===== src/rtl/ctrl_pkg.sv =====
// Shared definitions for the multicycle controller: FSM state encoding,
// instruction classes, ALU command codes and ARM condition codes.
package ctrl_pkg;

  typedef enum logic [3:0] {
    FETCH   = 4'd0,
    DECODE  = 4'd1,
    EXEC_R  = 4'd2,
    EXEC_I  = 4'd3,
    ALU_WB  = 4'd4,
    MEM_ADR = 4'd5,
    MEM_RD  = 4'd6,
    MEM_WB  = 4'd7,
    MEM_WR  = 4'd8,
    BRANCH  = 4'd9
  } state_t;

  // Instruction classes carried on op
  localparam logic [1:0] OP_DP  = 2'd0;
  localparam logic [1:0] OP_MEM = 2'd1;
  localparam logic [1:0] OP_BR  = 2'd2;
  localparam logic [1:0] OP_UND = 2'd3;

  // ALU command codes (funct[4:1] encoding)
  localparam logic [3:0] CMD_SUB = 4'b0010;
  localparam logic [3:0] CMD_ADD = 4'b0100;
  localparam logic [3:0] CMD_TST = 4'b1000;
  localparam logic [3:0] CMD_CMP = 4'b1010;

  // ARM condition field encodings
  localparam logic [3:0] COND_EQ = 4'd0;
  localparam logic [3:0] COND_NE = 4'd1;
  localparam logic [3:0] COND_CS = 4'd2;
  localparam logic [3:0] COND_CC = 4'd3;
  localparam logic [3:0] COND_MI = 4'd4;
  localparam logic [3:0] COND_PL = 4'd5;
  localparam logic [3:0] COND_VS = 4'd6;
  localparam logic [3:0] COND_VC = 4'd7;
  localparam logic [3:0] COND_HI = 4'd8;
  localparam logic [3:0] COND_LS = 4'd9;
  localparam logic [3:0] COND_GE = 4'd10;
  localparam logic [3:0] COND_LT = 4'd11;
  localparam logic [3:0] COND_GT = 4'd12;
  localparam logic [3:0] COND_LE = 4'd13;
  localparam logic [3:0] COND_AL = 4'd14;

  // Compare-type commands only set flags, they never write a register
  function automatic logic is_compare(input logic [3:0] cmd);
    return (cmd == CMD_CMP) || (cmd == CMD_TST);
  endfunction

endpackage


===== src/rtl/cond_check.sv =====
// ARM condition evaluation: decides whether an instruction executes given
// its condition field and the registered {N,Z,C,V} flags.
module cond_check
  import ctrl_pkg::*;
(
  input  logic [3:0] cond,
  input  logic [3:0] flags,
  output logic       pass
);

  logic n, z, c, v;
  assign {n, z, c, v} = flags;

  // Standard ARM condition table; code 15 never executes
  always_comb begin
    pass = 1'b0;
    case (cond)
      COND_EQ: pass = z;
      COND_NE: pass = !z;
      COND_CS: pass = c;
      COND_CC: pass = !c;
      COND_MI: pass = n;
      COND_PL: pass = !n;
      COND_VS: pass = v;
      COND_VC: pass = !v;
      COND_HI: pass = c && !z;
      COND_LS: pass = !c || z;
      COND_GE: pass = (n == v);
      COND_LT: pass = (n != v);
      COND_GT: pass = !z && (n == v);
      COND_LE: pass = z || (n != v);
      COND_AL: pass = 1'b1;
      default: pass = 1'b0;
    endcase
  end

endmodule


===== src/rtl/multicycle_control.sv =====
// Multicycle ARM-subset controller: ten-state FSM producing datapath
// enables/selects, plus the registered condition flags.
module multicycle_control
  import ctrl_pkg::*;
#(
  parameter int ALU_CTRL_W  = 4,
  parameter bit MEM_WAIT_EN = 1'b1
) (
  input  logic                  clk,
  input  logic                  rst,
  input  logic [1:0]            op,
  input  logic [5:0]            funct,
  input  logic [3:0]            cond,
  input  logic [3:0]            rd,
  input  logic [3:0]            alu_flags,
  input  logic                  mem_ready,
  output logic                  pc_write,
  output logic                  ir_write,
  output logic                  reg_write,
  output logic                  mem_write,
  output logic                  adr_src,
  output logic                  alu_src_a,
  output logic [1:0]            alu_src_b,
  output logic [1:0]            result_src,
  output logic [1:0]            imm_src,
  output logic [1:0]            reg_src,
  output logic [ALU_CTRL_W-1:0] alu_control,
  output logic [3:0]            flags,
  output logic [3:0]            state
);

  state_t     state_reg, state_next;
  logic [3:0] flags_reg;
  logic [3:0] alu_cmd;
  logic       cond_pass;
  logic       mem_done;
  logic       rd_is_pc;

  // Memory handshake collapses to "always done" when stalling is disabled
  assign mem_done = !MEM_WAIT_EN || mem_ready;
  assign rd_is_pc = (rd == 4'd15);

  cond_check u_cond_check (
    .cond  (cond),
    .flags (flags_reg),
    .pass  (cond_pass)
  );

  // State register; reset aborts any instruction in flight
  always_ff @(posedge clk or posedge rst) begin
    if (rst) state_reg <= FETCH;
    else     state_reg <= state_next;
  end

  // Flags are captured only at the end of a flag-setting ALU writeback
  always_ff @(posedge clk or posedge rst) begin
    if (rst)                                  flags_reg <= 4'b0000;
    else if (state_reg == ALU_WB && funct[0]) flags_reg <= alu_flags;
  end

  // Next-state and per-state datapath controls
  always_comb begin
    state_next = state_reg;
    pc_write   = 1'b0;
    ir_write   = 1'b0;
    reg_write  = 1'b0;
    mem_write  = 1'b0;
    adr_src    = 1'b0;
    alu_src_a  = 1'b0;
    alu_src_b  = 2'd0;
    result_src = 2'd0;
    imm_src    = 2'd0;
    alu_cmd    = 4'd0;
    case (state_reg)
      FETCH: begin
        alu_src_b = 2'd2;
        if (mem_done) begin
          ir_write   = 1'b1;
          pc_write   = 1'b1;
          state_next = DECODE;
        end
      end
      DECODE: begin
        if (!cond_pass || op == OP_UND) state_next = FETCH;
        else if (op == OP_DP)           state_next = funct[5] ? EXEC_I : EXEC_R;
        else if (op == OP_MEM)          state_next = MEM_ADR;
        else                            state_next = BRANCH;
      end
      EXEC_R: begin
        alu_cmd    = funct[4:1];
        state_next = ALU_WB;
      end
      EXEC_I: begin
        alu_cmd    = funct[4:1];
        imm_src    = 2'd0;
        state_next = ALU_WB;
      end
      ALU_WB: begin
        reg_write  = !is_compare(funct[4:1]);
        pc_write   = !is_compare(funct[4:1]) && rd_is_pc;
        result_src = 2'd0;
        state_next = FETCH;
      end
      MEM_ADR: begin
        imm_src    = 2'd1;
        alu_src_b  = 2'd1;
        alu_cmd    = funct[3] ? CMD_ADD : CMD_SUB;
        state_next = funct[0] ? MEM_RD : MEM_WR;
      end
      MEM_RD: begin
        adr_src = 1'b1;
        if (mem_done) state_next = MEM_WB;
      end
      MEM_WB: begin
        reg_write  = 1'b1;
        result_src = 2'd1;
        pc_write   = rd_is_pc;
        state_next = FETCH;
      end
      MEM_WR: begin
        adr_src   = 1'b1;
        mem_write = 1'b1;
        if (mem_done) state_next = FETCH;
      end
      BRANCH: begin
        imm_src    = 2'd2;
        alu_src_b  = 2'd1;
        alu_cmd    = CMD_ADD;
        pc_write   = 1'b1;
        state_next = FETCH;
      end
      default: state_next = FETCH;
    endcase
  end

  // Register source selects depend only on the instruction, not the state
  assign reg_src     = {(op == OP_MEM) && !funct[0], op == OP_BR};
  assign alu_control = ALU_CTRL_W'(alu_cmd);
  assign flags       = flags_reg;
  assign state       = state_reg;

endmodule


===== config.mk =====
export PLATFORM = sky130hd
export DESIGN_NAME = multicycle_control
export DESIGN_NICKNAME = d
export VERILOG_FILES = /design/src/rtl/ctrl_pkg.sv /design/src/rtl/cond_check.sv /design/src/rtl/multicycle_control.sv
export SDC_FILE = /design/constraint.sdc
export NUM_CORES = 1
export LEC_CHECK = 0
export ABC_CLOCK_PERIOD_IN_PS = 1600
export BUFFER_PORTS_ARGS = -buffer_cell sky130_fd_sc_hd__buf_2
export CELL_PAD_IN_SITES_DETAIL_PLACEMENT = 1
export CELL_PAD_IN_SITES_GLOBAL_PLACEMENT = 1
export CORE_MARGIN = 10
export CORE_UTILIZATION = 27
export CTS_BUF_LIST = sky130_fd_sc_hd__clkbuf_4 sky130_fd_sc_hd__clkbuf_8 sky130_fd_sc_hd__clkbuf_16
export CTS_CLUSTER_SIZE = 16
export DETAILED_ROUTE_END_ITERATION = 7
export MAX_ROUTING_LAYER = met4
export PLACE_DENSITY = 0.77
export SKIP_CTS_REPAIR_TIMING = 1
export SLEW_MARGIN = 20
export SYNTH_ARGS = -nofsm -noshare
export SYNTH_HDL_FRONTEND = slang
export SYNTH_SLANG_ARGS = --single-unit

===== constraint.sdc =====
create_clock -name clk -period 1.6 [get_ports clk]
set_input_delay 0.08 -clock clk [delete_from_list [all_inputs] [get_ports clk]]
set_output_delay 0.08 -clock clk [all_outputs]
set_load 0.02 [all_outputs]

; ---- Word level (Yosys, flattened, before mapping)
; Cells that the tools add are included.
[word_totals]
ff_bits = 8
inputBits = 23
word_cells = 80
[classes]
eq_ne = 34
muxes = 21
n_reduce_logical = 23
[op_table]
columns = op, n
row1 = $eq A4 B4 Y1 const B, 12
row2 = $eq A4 B3 Y1 const B, 8
row3 = $mux W4, 7
row4 = $pmux W4 S6, 1
row5 = $eq A4 B2 Y1 const B, 4
row6 = $pmux W1 S15, 1
row7 = $pmux W4 S3, 1
row8 = $eq A4 B1 Y1 const B, 2
row9 = $logic_not A4 Y1, 2
row10 = $pmux W2 S2, 2
row11 = $logic_not A1 Y1, 7
row12 = $mux W1, 6
row13 = $ne A2 B2 Y1 const B, 3
row14 = $reduce_or A2 Y1, 3
row15 = $logic_and A1 B1 Y1, 5
row16 = $eq A2 B2 Y1 const B, 2
row17 = $logic_or A1 B1 Y1, 4
row18 = $pmux W1 S4, 1
row19 = $mux W3, 1
row20 = $reduce_and A3 Y1, 1
row21 = $eq A2 B1 Y1 const B, 1
row22 = $logic_not A2 Y1, 1
row23 = $pmux W1 S2, 1
row24 = $eq A1 B1 Y1, 1
row25 = $ne A1 B1 Y1, 1

; ---- Longest topological paths before layout
; Gate-level depths: netlist (run 1).
[depth]
word_depth = 7
mapped_depth = 6
depth_no_buf = 5

; ---- Modules after synthesis
; A second synthesis (run 1) with hierarchy kept.
[unflattened]
hier_cells = 106
area_unflattened_um2 = 862.1
[by_module_without_submodules]
columns = module, instances, cells_each, area_per_inst_um2, seq_area_each_um2
row1 = multicycle_control, 1, 78, 668.1, 200.2
row2 = cond_check, 1, 28, 193.9, 0.0

; ---- Worst setup path before layout (run 1)
; No wires, ideal clock.
[synth_timing]
path_type = reg-to-output
startpoint = register state_reg[3] (netlist: state[3])
endpoint = output port ir_write
arrival_time_ns = 1.801
required_time_ns = 1.520
setup_slack_ns = -0.281
path_stages_with_launch = 4
path_cell_list = dfrtp_1 > clkbuf_1 > nor4_1 > and2_1
[synth_via]
elab_chain_len = 2
[synth_lines]
columns = element, line
row1 = start: declaration, multicycle_control.sv:32  ; state_t state_reg, state_next;
row2 = start signal: assignment, multicycle_control.sv:52  ; else state_reg <= state_next;
row3 = $logic_not A4 Y1, multicycle_control.sv:74  ; case (state_reg)
row4 = $mux W1, multicycle_control.sv:74
row5 = end: declaration, multicycle_control.sv:18  ; output logic ir_write,
; No other way between the ends.

; ---- Worst setup path in the final report (run 1)
[layout_timing]
startpoint = register flags_reg[2] (netlist: flags[2])
endpoint = register state_reg[3] (netlist: state[3])
[layout_via]
elab_chain_len = 7
elab_cells_between_ends = 10
classes_between = 3 x mux / 7 x reduce/logical
[layout_lines]
columns = element, line
row1 = start: declaration, multicycle_control.sv:33  ; logic [3:0] flags_reg;
row2 = start signal: assignment, multicycle_control.sv:58  ; else if (state_reg == ALU_WB && funct[0]) flags_reg <= alu_flags;
row3 = $logic_not A1 Y1, "cond_check.sv:19, cond_check.sv:26, cond_check.sv:30"
row4 = $logic_and A1 B1 Y1 (on tied branches), "cond_check.sv:30, cond_check.sv:26"
row5 = $pmux W1 S15 *, cond_check.sv:17  ; case (cond)
row6 = $logic_not A1 Y1 *, multicycle_control.sv:84  ; if (!cond_pass || op == OP_UND) state_next = FETCH;
row7 = $logic_or A1 B1 Y1 *, multicycle_control.sv:84
row8 = $mux W4 *, multicycle_control.sv:84
row9 = $pmux W4 S6 *, multicycle_control.sv:74
; Mark *: on every way between the ends. The rest lies on a longest branch, timed or not.
; A chain may end at the register's enable or synchronous reset.

==> results of run 1 <==
-- layout make-up --
| class | count | area share, % |
|---|---|---|
| multi-input combinational | 94 | 52.0 |
| timing repair buffer | 60 | 25.2 |
| sequential | 8 | 15.2 |
| tap | 44 | 4.07 |
| clock buffer | 4 | 2.22 |
| inverter | 5 | 1.39 |
-- kinds of logic after synthesis --
| family | share of synthesized area, % |
|---|---|
| buffers and inverters | 7.78 |
| XOR/XNOR | 1.98 |
| multiplexers | 9.90 |
| AO/OA/AOI/OAI | 21.9 |
| other | 0.424 |
| flip-flops | 22.6 |
| AND/OR/NAND/NOR | 35.4 |
-- cell usage in the layout, fill, tap and decap left out, types with 3 or more instances in the layout --
cell type and instances:
dfrtp_2 4, clkbuf_4 4, mux2_2 6, buf_4 14, inv_1 5, nor3_1 6, nand2_1 9, and2_1 3
dfrtp_1 4, o21ai_0 5, nor2_1 12, nand2b_1 4, nor3b_1 3, a21oi_1 5, buf_2 45
-- worst max path at each step --
| stage | slack (ns) | endpoint | cells after the start |
|---|---|---|---|
| 4_1_cts | -0.23 | state[1] | 5 |
| 3_3_place_gp | -0.03 | state[0] | 5 |
| 5_1_grt | -0.26 | state[3] | 5 |
| 6_report | -0.16 | state[3] | 4 |
| 2_1_floorplan | -0.05 | state[1] | 4 |
| 3_5_place_dp | -0.21 | state[1] | 5 |
-- metal layers --
layer / routed length [µm] / GRT usage (%) / vias up / part of all wire, %
li1: - / - / 529 / -
met1: 1580 / 13.1 / 487 / 44
met2: 1680 / 19.5 / 49 / 47
met3: 249 / 3.85 / 9 / 7.0
met4: 59 / 4.38 / 0 / 1.7
met5: 0 / - / - / 0
-- worst max-delay path: cells and delay by family (launching register included) --
kind,cells,cell delay (ns)
DFF,1,0.43
and+or+nand+nor,1,0.54
AOI/OAI and AO/OA,3,0.68
-- metrics by stage --
stage,total power [mW],utilization (%)
finish,1.83,43.6
global route,1.98,43.6
CTS,1.74,41.1
detailed placement,1.54,40.1
global placement,1.51,40.1
floorplan,1.10,-
-- power groups by stage --
stage / logic (mW) / clock network [mW] / registers, mW
2_1_floorplan: 0.637 / 0 / 0.461
3_3_place_gp: 1.11 / 0 / 0.398
3_5_place_dp: 1.14 / 0 / 0.406
4_1_cts: 1.14 / 0.199 / 0.403
5_1_grt: 1.33 / 0.209 / 0.438
6_report: 1.22 / 0.187 / 0.420
==> impl_metrics.py, run 1 <==
metrics = {
    "grt": {
        "grt_use_total_pct": 11.9,
        "grt_pass1_wl_um": 5870,
        "antenna_found_initial": 0,
        "grt_pass1_vias": 1233,
        "grt_start_max_net_pins": 11,
        "grt_overflow_total": 0,
    },
    "placement": {
        "dp.cells": 210,
        "dpl-instance-area_um2": 1240,
        "gp_congestion": 0.895,
        "place_ws_ns": -0.212,
        "dp_hpwl_um": 3060,
        "port_buffers": 46,
    },
    "clock_tree": {
        "cts.reportedPaths.clkPinSlew_ns": 0.06,
        "cts_root_buf": "clkbuf_4",
        "insertion_delay_ns": 0.26,
        "cts_sinks": 8,
        "clockBufferDepth": 2,
        "cts_buffers": 3,
        "cts_max_level": 1,
        "cts_tree": "yes",
    },
    "power_and_ir_drop": {
        "p_int_uw": 944,
        "leakagePower_nw": 0.641,
        "swShare_pct": 48.3,
        "power.density_nw_per_um2": 1350,
        "peakVddDrop_mv": 0.674,
        "seqPwrFrac_pct": 23.0,
        "switchingPower_uw": 884,
        "clkPwrFrac_pct": 10.3,
        "combPwrFrac_pct": 66.8,
    },
    "routing": {
        "wl_um": 3560,
        "wire_per_inst_um": 16.6,
        "drc": 0,
        "vias": 1074,
        "vias_per_cell": 5.00,
        "drtPass1Iterations": 4,
        "drt_iter0_markers": 13,
        "ant_nets": 0,
    },
    "sta": {
        "finalCritPeriodShare_pct": 110,
        "setup_tns_ns": -0.552,
        "finClkSkew_ns": 0.00482,
        "fmax_mhz": 570,
        "fin_crit_ns": 1.76,
        "finalSetupViolations": 6,
        "worst_slack_ns": -0.156,
        "holdWs_ns": 0.0518,
        "hold_viol_final": 0,
        "slew_violations": 0,
        "rsz0062_at_grt": "true",
    },
    "run_status": {
        "outcome": "complete, but fails checks",
        "violations": "setup timing",
    },
    "min_path": {
        "holdCritStartpoint": "alu_flags[0]",
        "min_to": "flags[0]",
        "worstHoldPathType": "input port to flip-flop",
        "min_path_cells": 2,
    },
    "finish": {
        "drive_gt1_share_pct": 50.9,
        "seq_area_um2": 205,
        "fill_cells": 409,
        "fin_nets": 195,
        "design_area_um2": 1350,
        "multi_input_area_um2": 703,
        "syn2layout_area_growth_pct": 52.9,
        "layout.cells.non_filler": 215,
        "n_antenna_cell": 0,
    },
    "synthesis": {
        "ys_seq_area_share_pct": 22.6,
        "synth_edf_count": 0,
        "synth.distinct_cells": 42,
        "yosys.cell_count.top_type": "nor2_1",
        "synth-warning-count": 0,
        "ys_ff_latch": 8,
        "ys_top_cells_by_area": "dfrtp_1, mux2_2, nor2_1",
        "avgSynthCellArea_um2": 7.56,
        "synth_ff_type": "dfrtp_1",
        "synth.largest_area_cell": "dfrtp_1",
        "synthTopCellsByCount": "nor2_1, nand2_1, dfrtp_1",
        "synthesis.area_um2": 885,
        "syn_inst": 117,
        "netlist.area_leader.share_pct": 22.6,
        "async_flop_share_pct": 100,
    },
    "critical_path": {
        "critPathMaxStageDelay_ns": 0.54,
        "cp_cell_sequence": "or4b_4 -> a311oi_4 -> o311ai_4 -> o32ai_1",
        "cp.arrival_ns": 1.91,
        "rr_startpoint": "flags[2]",
        "reg2reg_to": "state[3]",
        "crit_type": "flip-flop to flip-flop",
        "rrSetupSlack_ns": -0.16,
        "required_ns": 1.76,
        "worstSetupStartpointType": "flip-flop",
        "cpMaxStageDelayCell": "or4b_4",
        "startpoint": "flags[2]",
        "path_max_fanout": 4,
        "endpoint_kind": "flip-flop",
        "rr_worst_depth": 4,
    },
    "floorplanning": {
        "die_area_um2": 5970,
        "die_h_um": 77.2,
        "die_w_um": 77.2,
        "num_io_pins": 49,
        "start_util_pct": 28.5,
        "rows": 20,
        "core_area_um2": 3100,
    },
    "flow_run": {
        "maxCapViolCount": 0,
    },
}
No activity file was read; power rests on OpenSTA's default activity.
==> inputs of run 2 (changes only) <==
CELL_PAD_IN_SITES_DETAIL_PLACEMENT = 0   (was 1)
CELL_PAD_IN_SITES_GLOBAL_PLACEMENT = 2   (was 1)
CORE_UTILIZATION = 20   (was 27)
PLACE_DENSITY = 0.75   (was 0.77)
==> run 2 against run 1 <==
Against the previous run:
- the run still ends with setup timing left
- final area up 4.3%
- register-to-register slack better by 0.04 ns
- flip-flop and latch count unchanged
- non-clock buffer count up 2
- critical path type unchanged
- hold slack better by 0.030 ns
- critical path depth up 1
==> impl_metrics.py, run 2 (synthesis gave the netlist of run 1 again) <==
metrics = {
    "floorplanning": {
        "die_h_um": 86.5,
        "num_io_pins": 49,
        "core_area_um2": 4320,
        "rows": 24,
        "start_util_pct": 20.5,
        "die_w_um": 86.5,
        "die_area_um2": 7480,
    },
    "critical_path": {
        "path_max_fanout": 6,
        "cp_cell_sequence": "nor4bb_1 -> mux2i_1 -> a311oi_4 -> o311ai_4 -> o32ai_2",
        "critPathTopFamily": "compound AO/OA/AOI/OAI gates",
        "cp.arrival_ns": 1.84,
        "crit_type": "flip-flop to flip-flop",
        "endpoint_kind": "flip-flop",
        "critPathMaxStageDelay_ns": 0.43,
        "required_ns": 1.73,
        "worstSetupStartpointType": "flip-flop",
        "cp.buffers_inverters": 0,
        "cpMaxStageDelayCell": "dfrtp_2",
    },
    "flow_run": {
        "maxCapViolCount": 0,
    },
    "power_and_ir_drop": {
        "power.density_nw_per_um2": 1380,
        "power_mw": 1.95,
        "leakagePower_nw": 0.678,
        "peakVddDrop_mv": 0.696,
    },
    "routing": {
        "wire_per_inst_um": 14.1,
        "drt_iter0_markers": 31,
        "drc": 0,
        "wl_um": 3170,
        "vias_per_cell": 4.84,
        "vias": 1089,
        "ant_nets": 0,
        "drtPass1Iterations": 4,
    },
    "finish": {
        "layout_common_cells": "buf_2, buf_4, nor2_1",
        "n_antenna_cell": 0,
        "drive_gt1_share_pct": 51.4,
        "syn2layout_area_growth_pct": 59.5,
        "fin_nets": 197,
        "layout_commonest_cell": "buf_2",
        "fill_cells": 490,
        "design_area_um2": 1410,
    },
    "run_status": {
        "violations": "setup timing",
        "outcome": "complete, but fails checks",
    },
    "clock_tree": {
        "cts_buffers": 3,
        "cts_max_level": 1,
        "cts_root_buf": "clkbuf_8",
        "insertion_delay_ns": 0.23,
        "clockBufferDepth": 2,
        "cts_sinks": 8,
        "cts.reportedPaths.clkPinSlew_ns": 0.04,
        "cts_tree": "yes",
    },
    "placement": {
        "port_buffers": 46,
        "dp_hpwl_um": 2620,
        "gp_congestion": 0.928,
        "dpl-instance-area_um2": 1260,
    },
    "sta": {
        "finalCritPeriodShare_pct": 107,
        "finClkSkew_ns": 0.00654,
        "finalSetupViolations": 4,
        "worst_pin_slew_ns": 0.523,
        "fin_crit_ns": 1.72,
        "hold_viol_final": 0,
        "rsz0062_at_grt": "true",
        "slew_violations": 0,
        "slew_headroom_pct": 64.7,
        "fmax_mhz": 582,
        "worst_slack_ns": -0.118,
    },
    "grt": {
        "antenna_found_initial": 0,
        "grt_start_max_net_pins": 11,
        "grt_pass1_vias": 1099,
        "grt_use_total_pct": 8.34,
        "grt_overflow_total": 0,
        "grt_pass1_wl_um": 5230,
    },
    "min_path": {
        "worstHoldPathType": "input port to flip-flop",
    },
}
-- run 2: where the power goes --
group | switching (mW) | total [mW] | internal (mW)
sequential | 0.112 | 0.397 | 0.286
combinational | 0.701 | 1.29 | 0.588
clock | 0.0752 | 0.264 | 0.189
-- run 2: metal layers --
metal	GRT usage, %	routed length (µm)	vias up
met5	-	0	-
met4	0.442	0	0
met3	4.22	357	0
met2	12.6	1370	57
met1	10.2	1440	501
li1	-	-	531
-- run 2: worst paths after layout --
kind | from | end | slack (ns) | cells after the start
min in group asynchronous | rst | flags[1] | 0.33 | 3
min | alu_flags[1] | flags[1] | 0.08 | 2
max reg2reg | flags[2] | state[3] | -0.12 | 5
max | flags[2] | state[3] | -0.12 | 5
max in group asynchronous | rst | state[0] | 1.01 | 3
min reg2reg | flags[2] | flags[2] | 0.58 | 1
-- run 2: layout make-up --
cell class                      count  area [µm²]  area share, %
Clock buffer                        4        48.8           3.46
Inverter                            5        18.8           1.33
Multi-Input combinational cell     94         713           50.5
Sequential cell                     8         205           14.5
Tap cell                           52        65.1           4.61
Timing Repair Buffer               62         360           25.5
-- run 2: per-stage QoR --
| stage | setup WS [ns] | utilization [%] | setup TNS (ns) | instances | hold WS (ns) |
|---|---|---|---|---|---|
| 2_1_floorplan | -0.0525 | - | -0.139 | 118 | -0.104 |
| 3_3_place_gp | -0.0410 | 29.2 | -0.101 | 219 | 0.0346 |
| 3_5_place_dp | -0.141 | 29.2 | -0.375 | 219 | 0.0346 |
| 4_1_cts | -0.149 | 30.3 | -0.421 | 223 | -0.207 |
| 5_1_grt | -0.224 | 32.6 | -0.765 | 225 | 0.0844 |
| 6_report | -0.118 | 32.6 | -0.400 | 225 | 0.0820 |
-- run 2: worst register-to-register path, stage by stage, from the launching register on --
cell      delay (ns)
dfrtp_2         0.43
nor4bb_1        0.30
mux2i_1         0.18
a311oi_4        0.32
o311ai_4        0.14
o32ai_2         0.24
